==> src/rtl/mem_responder_if.sv <==
// Load/store request bus between the exec stage (master) and memory (slave).
// Carries req/we/addr/wdata/width out, rdata/ready/busy back.
interface mem_responder_if #(
  parameter int M_WIDTH = 32
);
  logic               mem_req;
  logic               mem_we;
  logic [M_WIDTH-1:0] mem_addr;
  logic [M_WIDTH-1:0] mem_wdata;
  logic [1:0]         mem_acc_width;
  logic [M_WIDTH-1:0] mem_rdata;
  logic               mem_ready;
  logic               busy;

  modport master (
    output mem_req, mem_we, mem_addr,
    output mem_wdata, mem_acc_width,
    input  mem_rdata, mem_ready, busy
  );

  modport slave (
    input  mem_req, mem_we, mem_addr,
    input  mem_wdata, mem_acc_width,
    output mem_rdata, mem_ready, busy
  );
endinterface

==> src/rtl/mem_responder.sv <==
// Memory-side responder: one byte per WAIT_CYCLES clocks, little-endian, 4-phase req/ready.
// Ports: clk, rst_n (async, active low), bus (mem_responder_if.slave).
module mem_responder #(
  parameter int M_WIDTH     = 32,
  parameter int DEPTH       = 256,
  parameter int WAIT_CYCLES = 1
) (
  input logic              clk,
  input logic              rst_n,
  mem_responder_if.slave   bus
);
  localparam logic [1:0] MEM_ACC_8  = 2'b00;
  localparam logic [1:0] MEM_ACC_16 = 2'b01;
  localparam logic [1:0] MEM_ACC_32 = 2'b10;

  localparam int AW  = $clog2(DEPTH);
  localparam int NB  = M_WIDTH / 8;
  localparam int BW  = $clog2(NB + 1);
  localparam int WCW = $clog2(WAIT_CYCLES + 1);

  typedef enum logic [1:0] {
    IDLE,
    ACCESS,
    DONE
  } state_t;

  state_t             state_q, state_d;
  logic [AW-1:0]      a_q, a_d;
  logic               we_q, we_d;
  logic [M_WIDTH-1:0] wdata_q, wdata_d;
  logic [BW-1:0]      n_q, n_d;
  logic [BW-1:0]      idx_q, idx_d;
  logic [WCW-1:0]     wcnt_q, wcnt_d;
  logic [M_WIDTH-1:0] acc_q, acc_d;
  logic [M_WIDTH-1:0] rdata_q, rdata_d;
  logic               ready_q, ready_d;

  logic [7:0]         mem [0:DEPTH-1];
  logic [AW-1:0]      byte_addr;
  logic [7:0]         rd_byte;
  logic [M_WIDTH-1:0] wsh;
  logic [7:0]         wr_byte;
  logic               wr_en;
  logic [BW-1:0]      n_req;
  int                 nb_raw;

  logic               unused_addr;
  assign unused_addr = ^bus.mem_addr[M_WIDTH-1:AW];

  assign byte_addr = a_q + AW'(idx_q);
  assign rd_byte   = mem[byte_addr];
  assign wsh       = wdata_q >> {idx_q, 3'b000};
  assign wr_byte   = wsh[7:0];

  always_comb begin
    nb_raw = 0;
    unique case (1'b1)
      (bus.mem_acc_width == MEM_ACC_8):  nb_raw = 1;
      (bus.mem_acc_width == MEM_ACC_16): nb_raw = 2;
      (bus.mem_acc_width == MEM_ACC_32): nb_raw = 4;
      default:                           nb_raw = 0;
    endcase
    n_req = BW'((nb_raw > NB) ? NB : nb_raw);
  end

  always_comb begin
    state_d = state_q;
    a_d     = a_q;
    we_d    = we_q;
    wdata_d = wdata_q;
    n_d     = n_q;
    idx_d   = idx_q;
    wcnt_d  = wcnt_q;
    acc_d   = acc_q;
    rdata_d = rdata_q;
    ready_d = ready_q;
    wr_en   = 1'b0;
    unique case (state_q)
      IDLE: begin
        if (bus.mem_req) begin
          a_d     = bus.mem_addr[AW-1:0];
          we_d    = bus.mem_we;
          wdata_d = bus.mem_wdata;
          n_d     = n_req;
          acc_d   = '0;
          idx_d   = '0;
          wcnt_d  = '0;
          if (n_req == '0) begin
            rdata_d = '0;
            state_d = DONE;
          end else begin
            state_d = ACCESS;
          end
        end
      end
      ACCESS: begin
        if (wcnt_q == WCW'(WAIT_CYCLES - 1)) begin
          wcnt_d = '0;
          idx_d  = idx_q + 1'b1;
          if (we_q) begin
            wr_en = 1'b1;
          end else begin
            acc_d = acc_q |
              (M_WIDTH'(rd_byte) << {idx_q, 3'b000});
          end
          if (idx_q == BW'(n_q - 1'b1)) begin
            rdata_d = we_q ? '0 : acc_d;
            ready_d = 1'b1;
            state_d = DONE;
          end
        end else begin
          wcnt_d = wcnt_q + 1'b1;
        end
      end
      DONE: begin
        // Illegal-width requests arrive with ready low;
        // raise it once so every request sees a pulse.
        if (!ready_q) begin
          ready_d = 1'b1;
        end else if (!bus.mem_req) begin
          ready_d = 1'b0;
          state_d = IDLE;
        end
      end
      default: state_d = IDLE;
    endcase
  end

  always_ff @(posedge clk or negedge rst_n) begin
    if (!rst_n) begin
      state_q <= IDLE;
    end else begin
      state_q <= state_d;
    end
  end

  always_ff @(posedge clk or negedge rst_n) begin
    if (!rst_n) begin
      a_q     <= '0;
      we_q    <= 1'b0;
      wdata_q <= '0;
      n_q     <= '0;
      idx_q   <= '0;
      wcnt_q  <= '0;
      acc_q   <= '0;
      rdata_q <= '0;
      ready_q <= 1'b0;
    end else begin
      a_q     <= a_d;
      we_q    <= we_d;
      wdata_q <= wdata_d;
      n_q     <= n_d;
      idx_q   <= idx_d;
      wcnt_q  <= wcnt_d;
      acc_q   <= acc_d;
      rdata_q <= rdata_d;
      ready_q <= ready_d;
    end
  end

  always_ff @(posedge clk) begin
    if (wr_en) begin
      mem[byte_addr] <= wr_byte;
    end
  end

  assign bus.mem_rdata = rdata_q;
  assign bus.mem_ready = ready_q;
  assign bus.busy      = (state_q != IDLE);
endmodule

==> src/flat_wrapper.sv <==
// flat-port wrapper written by rule: the top's interface ports become plain ports
module mem_responder_flat 
#(
  parameter int M_WIDTH     = 32,
  parameter int DEPTH       = 256,
  parameter int WAIT_CYCLES = 1
)
  (clk, rst_n, bus_mem_req, bus_mem_we, bus_mem_addr, bus_mem_wdata, bus_mem_acc_width, bus_mem_rdata, bus_mem_ready, bus_busy);
  mem_responder_if #(.M_WIDTH(M_WIDTH)) bus_i ();
  input logic clk;
  input logic rst_n;
  input wire logic [$bits(bus_i.mem_req)-1:0] bus_mem_req;
  input wire logic [$bits(bus_i.mem_we)-1:0] bus_mem_we;
  input wire logic [$bits(bus_i.mem_addr)-1:0] bus_mem_addr;
  input wire logic [$bits(bus_i.mem_wdata)-1:0] bus_mem_wdata;
  input wire logic [$bits(bus_i.mem_acc_width)-1:0] bus_mem_acc_width;
  output wire logic [$bits(bus_i.mem_rdata)-1:0] bus_mem_rdata;
  output wire logic [$bits(bus_i.mem_ready)-1:0] bus_mem_ready;
  output wire logic [$bits(bus_i.busy)-1:0] bus_busy;
  assign bus_i.mem_req = bus_mem_req;
  assign bus_i.mem_we = bus_mem_we;
  assign bus_i.mem_addr = bus_mem_addr;
  assign bus_i.mem_wdata = bus_mem_wdata;
  assign bus_i.mem_acc_width = bus_mem_acc_width;
  assign bus_mem_rdata = bus_i.mem_rdata;
  assign bus_mem_ready = bus_i.mem_ready;
  assign bus_busy = bus_i.busy;
  mem_responder #(.M_WIDTH(M_WIDTH), .DEPTH(DEPTH), .WAIT_CYCLES(WAIT_CYCLES)) u_core (.clk(clk), .rst_n(rst_n), .bus(bus_i));
endmodule
==> config.mk <==
export PLATFORM = sky130hd
export DESIGN_NAME = mem_responder_flat
export DESIGN_NICKNAME = d
export VERILOG_FILES = /design/src/rtl/mem_responder_if.sv /design/src/rtl/mem_responder.sv /design/src/flat_wrapper.sv
export SDC_FILE = /design/constraint.sdc
export NUM_CORES = 2
export LEC_CHECK = 0
export BUFFER_PORTS_ARGS = -buffer_cell sky130_fd_sc_hd__buf_2
export CORE_AREA = 2 2 498 500
export CTS_BUF_LIST = sky130_fd_sc_hd__clkbuf_2 sky130_fd_sc_hd__clkbuf_4 sky130_fd_sc_hd__clkbuf_8
export CTS_CLUSTER_DIAMETER = 50
export DETAILED_ROUTE_END_ITERATION = 7
export DIE_AREA = 0 0 500 502
export PLACE_DENSITY = 0.55
export SYNTH_ARGS = -nofsm -noshare
export SYNTH_HDL_FRONTEND = slang
export SYNTH_SLANG_ARGS = --single-unit
==> constraint.sdc <==
create_clock -name clk -period 19.6 [get_ports clk]
set_input_delay 1.96 -clock clk [delete_from_list [all_inputs] [get_ports clk]]
set_output_delay 1.96 -clock clk [all_outputs]
set_load 0.03 [all_outputs]
== After elaboration in Yosys (flattened, before gate mapping) ==
Memory sizes are Yosys's and may differ from the RTL's.
Index checks and enable logic that the tools add are counted.
Operators by class
  $add $sub $neg: 4
  $mul: 0
  div/mod/pow operators: 0
  magnitude comparators: 1
  equal/unequal tests: 11
  shifts and indexed selects: 2
  muxes and demuxes: 35
  bitwise operators: 1
  reductions and logical operators: 12
Operators by type and width (count)
  two-way mux 32 bit: 8
  one-hot mux 32 bit (2 select lines): 2
  OR 32 bit: 1
  left shift 8 x 6 -> 32 bit: 1
  >> shifter 32 x 6 -> 8 bit: 1
  two-way mux 2 bit: 6
  two-way mux 1 bit: 11
  AND reduction 5 bit: 2
  two-way mux 3 bit: 3
  one-hot mux 3 bit (3 select lines): 1
  adder 8 x 3 -> 8 bit: 1
  != test 2 x 1 -> 1 bit (second input constant): 3
  != test 2 bit (second input constant): 3
  one-hot mux 2 bit (3 select lines): 1
  one-hot mux 3 bit (2 select lines): 1
  AND reduction 3 bit: 2
  nonzero test 2 bit: 3
  == test 2 x 1 -> 1 bit (second input constant): 2
  == test 2 bit (second input constant): 2
  zero test 2 bit: 2
  one-hot mux 1 bit (2 select lines): 2
  AND reduction 2 bit: 2
  adder 3 x 1 -> 3 bit (second input constant): 1
  == test 3 bit: 1
  other kinds (4): 4
Word-level totals
  bits in registers: 115
  bits in latches: 0
  bits in writable memories: 2048
  memory bits (read-only): 0
  input bits: 70
  output and inout port bits: 34
  logic and storage cells: 77
  memories kept: 1
Memory list
  u_core.mem: words 256, bits a word 8, read ports 1, clocked after memory_dff 0, wr ports 1, RTL line mem_responder.sv:38  | logic [7:0] mem [0:DEPTH-1];

== Longest topological paths before layout ==
An unclocked memory read counts as a cell.
  depth in word-level cells: 9
  gate-level depth with buffers: 15
  gate-level depth less buffers: 10

== Worst setup path before layout ==
Ideal clock, no wire load.
  kind: reg-to-reg
  from: register u_core.idx_q[0]
  to: memory u_core.mem[0][0] (data pin)
  setup time: 1.462 ns
  arrival: 7.634 ns
  required time: 18.138 ns
  setup slack: 10.504 ns
  stages on the path, launching flop included: 5
  buffers on the path: 2
  clock period less this slack: 9.096 ns
  cell sequence: dfrtp_1 > clkbuf_1 > clkbuf_1 > mux4_2 > nor2b_1
On the way
  cells in the longest elaborated chain, start to end: 1
Ends and longest elaborated chain
  from (decl): RTL line mem_responder.sv:32  | logic [BW-1:0] idx_q, idx_d;
  from (signal assigned): RTL line mem_responder.sv:153  | idx_q <= idx_d;
  >> shifter 32 x 6 -> 8 bit: RTL line mem_responder.sv:52  | assign wsh = wdata_q >> {idx_q, 3'b000};
  named net u_core.wsh[0]: RTL line mem_responder.sv:41  | logic [M_WIDTH-1:0] wsh;
  to (decl): RTL line mem_responder.sv:38
The timed path passes the listed nets, and every way through them passes these cells.

== Worst setup path after layout ==
  from: register u_core.idx_q[2]
  to: register u_core.rdata_q[17], in the netlist u_core.bus.mem_rdata[17]
On the way
  cells in the longest elaborated chain, start to end: 9
  elaborated cells on any way between the ends: 12
Ends and longest elaborated chain
  adder 8 x 3 -> 8 bit: RTL line mem_responder.sv:50  | assign byte_addr = a_q + AW'(idx_q);
  memory read (256 x 8 bit)
  left shift 8 x 6 -> 32 bit: RTL line mem_responder.sv:104  | (M_WIDTH'(rd_byte) << {idx_q, 3'b000});
  OR 32 bit: RTL line mem_responder.sv:103  | acc_d = acc_q |
  two-way mux 32 bit: RTL line mem_responder.sv:100  | if (we_q) begin
  two-way mux 32 bit: RTL line mem_responder.sv:107  | rdata_d = we_q ? '0 : acc_d;
  two-way mux 32 bit: RTL line mem_responder.sv:106  | if (idx_q == BW'(n_q - 1'b1)) begin
  two-way mux 32 bit: RTL line mem_responder.sv:97  | if (wcnt_q == WCW'(WAIT_CYCLES - 1)) begin
  one-hot mux 32 bit (2 select lines): RTL line mem_responder.sv:78  | unique case (state_q)
  to (signal assigned): RTL line mem_responder.sv:156  | rdata_q <= rdata_d;
  to (decl): RTL line mem_responder.sv:35  | logic [M_WIDTH-1:0] rdata_q, rdata_d;
Parallel ways exist; a longest one is shown, timed or not. The select of a mux whose other input is x is not followed.
A chain may end at the register's enable or synchronous reset.

==> results.py <==
metrics = {
    "yosys": {
        "syn_nets": 4833,
        "yosysTopAreaCellShare_pct": 71.9,
        "ys_seq_area_share_pct": 75.3,
        "yosysMostFrequentCell": "edfxtp_1",
        "synth_top_area_cell": "edfxtp_1",
        "synth_flop_cell": "edfxtp_1",
        "yosys-top-cells-count": "2,048 x edfxtp_1, 560 x nand2_1, 315 x mux4_2",
        "synth-seq-cells": 2162,
        "synthDistinctLibCells": 78,
        "yosysWarnings": 0,
        "netlist_area_mm2": 0.0855,
        "synthArstFlopShare_pct": 5.27,
        "yosys-top-cells-area": "edfxtp_1 72%, mux4_2 8.3%, dfrtp_1 3.3%",
        "synth_edf_count": 2048,
        "netlist_instances": 4757,
        "avgSynthCellArea_um2": 18.0,
    },
    "sta": {
        "finalSetupTns_ps": 0,
        "fin_crit_sh_pct": 38.8,
        "maxSlewViolCount": 0,
        "fin_worst_skew_ps": 106,
        "worstMarginPinSlew_ps": 1370,
        "min_period_ps": 7600,
        "rsz0062_at_grt": "false",
        "slew_headroom_pct": 8.49,
        "finalHoldViolCount": 0,
        "finalSetupViolCount": 0,
        "max_freq_mhz": 132,
    },
    "place": {
        "dp_hpwl_um": 126000,
        "portBuffers": 79,
        "gp_congestion": 0.796,
    },
    "setup_path": {
        "arrival_ps": 8570,
        "path_class": "flop to flop",
        "required_ps": 20560,
        "cp-startpoint": "u_core.idx_q[2]$_DFFE_PN0P_",
        "critPathMaxFanout": 116,
        "startpoint_type": "flop",
        "reg2reg_slack_ps": 12000,
        "r2r-start": "u_core.idx_q[2]$_DFFE_PN0P_",
        "worstSetupEndpointType": "flop",
    },
    "cts": {
        "postCtsHoldBufs": 0,
        "clock_sinks": 2162,
        "htreeDepth": 5,
        "cts.repair.resized": 0,
        "cts.clk_slew.worst_paths_ps": 60,
        "clock_path_buffers": 4,
        "cts_setup_buffers": 0,
        "insertion_delay_ps": 1080,
        "numCtsBuffers": 371,
        "cts-root-buf": "clkbuf_8",
        "cts_tree": "built",
    },
    "floorplan": {
        "dieArea_mm2": 0.251,
        "die_w_um": 500,
        "row_count": 182,
        "io_pins": 104,
        "initial_core_util_pct": 34.9,
        "die_y_um": 502,
        "fp.coreArea_mm2": 0.245,
    },
    "global_routing": {
        "grt_overflow": 0,
        "grt_max_degree": 227,
        "grt_pass1_wl_um": 324000,
        "antenna_found_initial": 5,
        "grt_pass1_vias": 45600,
        "gr-usage-all-layers_pct": 17.6,
    },
    "final_layout": {
        "seqCellArea_mm2": 0.0644,
        "syn_to_final_growth_pct": 12.6,
        "fin_nets": 5071,
        "drive_above_1_share_pct": 23.2,
        "num-fill-cells": 22100,
        "multiInputGateArea_mm2": 0.0197,
    },
    "routing": {
        "remaining_drc_errors": 0,
        "wirelength_um": 225000,
        "dr.first_iter.drc_count": 4552,
        "via_per_inst": 5.37,
        "first_pass_iters": 5,
        "postRouteAntennaNets": 0,
        "num_vias": 45500,
        "avgRoutedWirePerCell_um": 26.5,
    },
    "outcome": {
        "outcome": "finished, final reports clean",
    },
    "worst_hold_path": {
        "hp-start": "u_core.acc_q[14]$_DFFE_PN0P_",
        "hold_path.class": "flop to flop",
    },
    "job": {
        "maxCapViolations": 0,
    },
}
==> cells by family after synthesis <==
group,share of synthesized area (%)
DFF,75.3
and+or+nand+nor,5.54
muxes,12.2
AOI/OAI and AO/OA,4.89
buffers and inverters,1.90
xor gates and xnor gates,0.113
adders and majority gates,0.0966
==> layout by cell type, fill, tap and decap left out, types with 29 or more instances in the layout <==
cell,instances
mux4_2,315
mux2_2,73
nand3_1,170
buf_4,75
clkbuf_8,389
buf_2,78
a22oi_1,91
mux2i_1,250
o21ai_1,58
a31o_2,29
o22ai_1,32
nor2_1,268
nand2_1,543
clkbuf_4,113
a32oi_1,54
and3_1,29
edfxtp_1,2048
clkinv_1,87
dfrtp_1,114
==> worst max-delay path: stages (launching register included) <==
cell and delay, ps:
dfrtp_1 460, ha_1 810, xor2_4 410, buf_12 550, buf_4 700, buf_4 820, buf_4 820, nand2_1 100
and3_1 200, a2111oi_0 920, o22ai_1 440, o31ai_2 300, nand4_2 480, o21ai_1 290
==> per-layer routing <==
| metal | wire length, µm | track usage, % | vias to the layer above |
|---|---|---|---|
| met5 | 131 | 0.367 | - |
| met4 | 7380 | 6.32 | 2 |
| met3 | 15400 | 3.47 | 414 |
| met2 | 105000 | 27.6 | 1659 |
| met1 | 97200 | 24.3 | 23900 |
| li1 | - | - | 19500 |
==> final cells by class <==
cell class	instances	share of cell area (%)
Antenna cell	4	0.0104
Clock buffer	502	6.44
Clock inverter	130	0.689
Inverter	6	0.0234
Multi-Input combinational cell	2287	20.5
Sequential cell	2162	66.9
Tap cell	3220	4.19
Timing Repair Buffer	167	1.28
==> registers in the layout (all words and copies together), names as in the netlist <==
signal / flops
u_core.mem: 2048
u_core.acc_q: 32
u_core.bus.mem_rdata: 32
u_core.wdata_q: 32
u_core.a_q: 8
u_core.idx_q: 3
u_core.n_q: 3
u_core.state_q: 2
u_core.bus.mem_ready: 1
u_core.we_q: 1
==> through the flow <==
stage                     util (%)  setup slack [ps]  std cells  hold slack (ps)  area [µm²]
after floorplan                  -             10500       4757              450       85500
after global placement        36.4             12190       7842              463       89400
after detailed placement      36.4             12120       7842              470       89400
after CTS                     39.2             12090       8474              484       96200
after global routing          39.2             11580       8478              511       96200
final                         39.2             12000       8478              482       96200
==> path summary, 6_finish.rpt <==
kind	depth (start not counted)	endpoint
max	13	u_core.bus.mem_rdata[17]$_DFFE_PN0P_
min	2	u_core.acc_q[14]$_DFFE_PN0P_
max reg2reg	13	u_core.bus.mem_rdata[17]$_DFFE_PN0P_
min reg2reg	2	u_core.acc_q[14]$_DFFE_PN0P_
max in group asynchronous	2	u_core.bus.mem_rdata[16]$_DFFE_PN0P_
min in group asynchronous	1	u_core.idx_q[1]$_DFFE_PN0P_
Power is not shown: default switching activity piles up to over one toggle a cycle in this logic, so the estimate is an artifact.
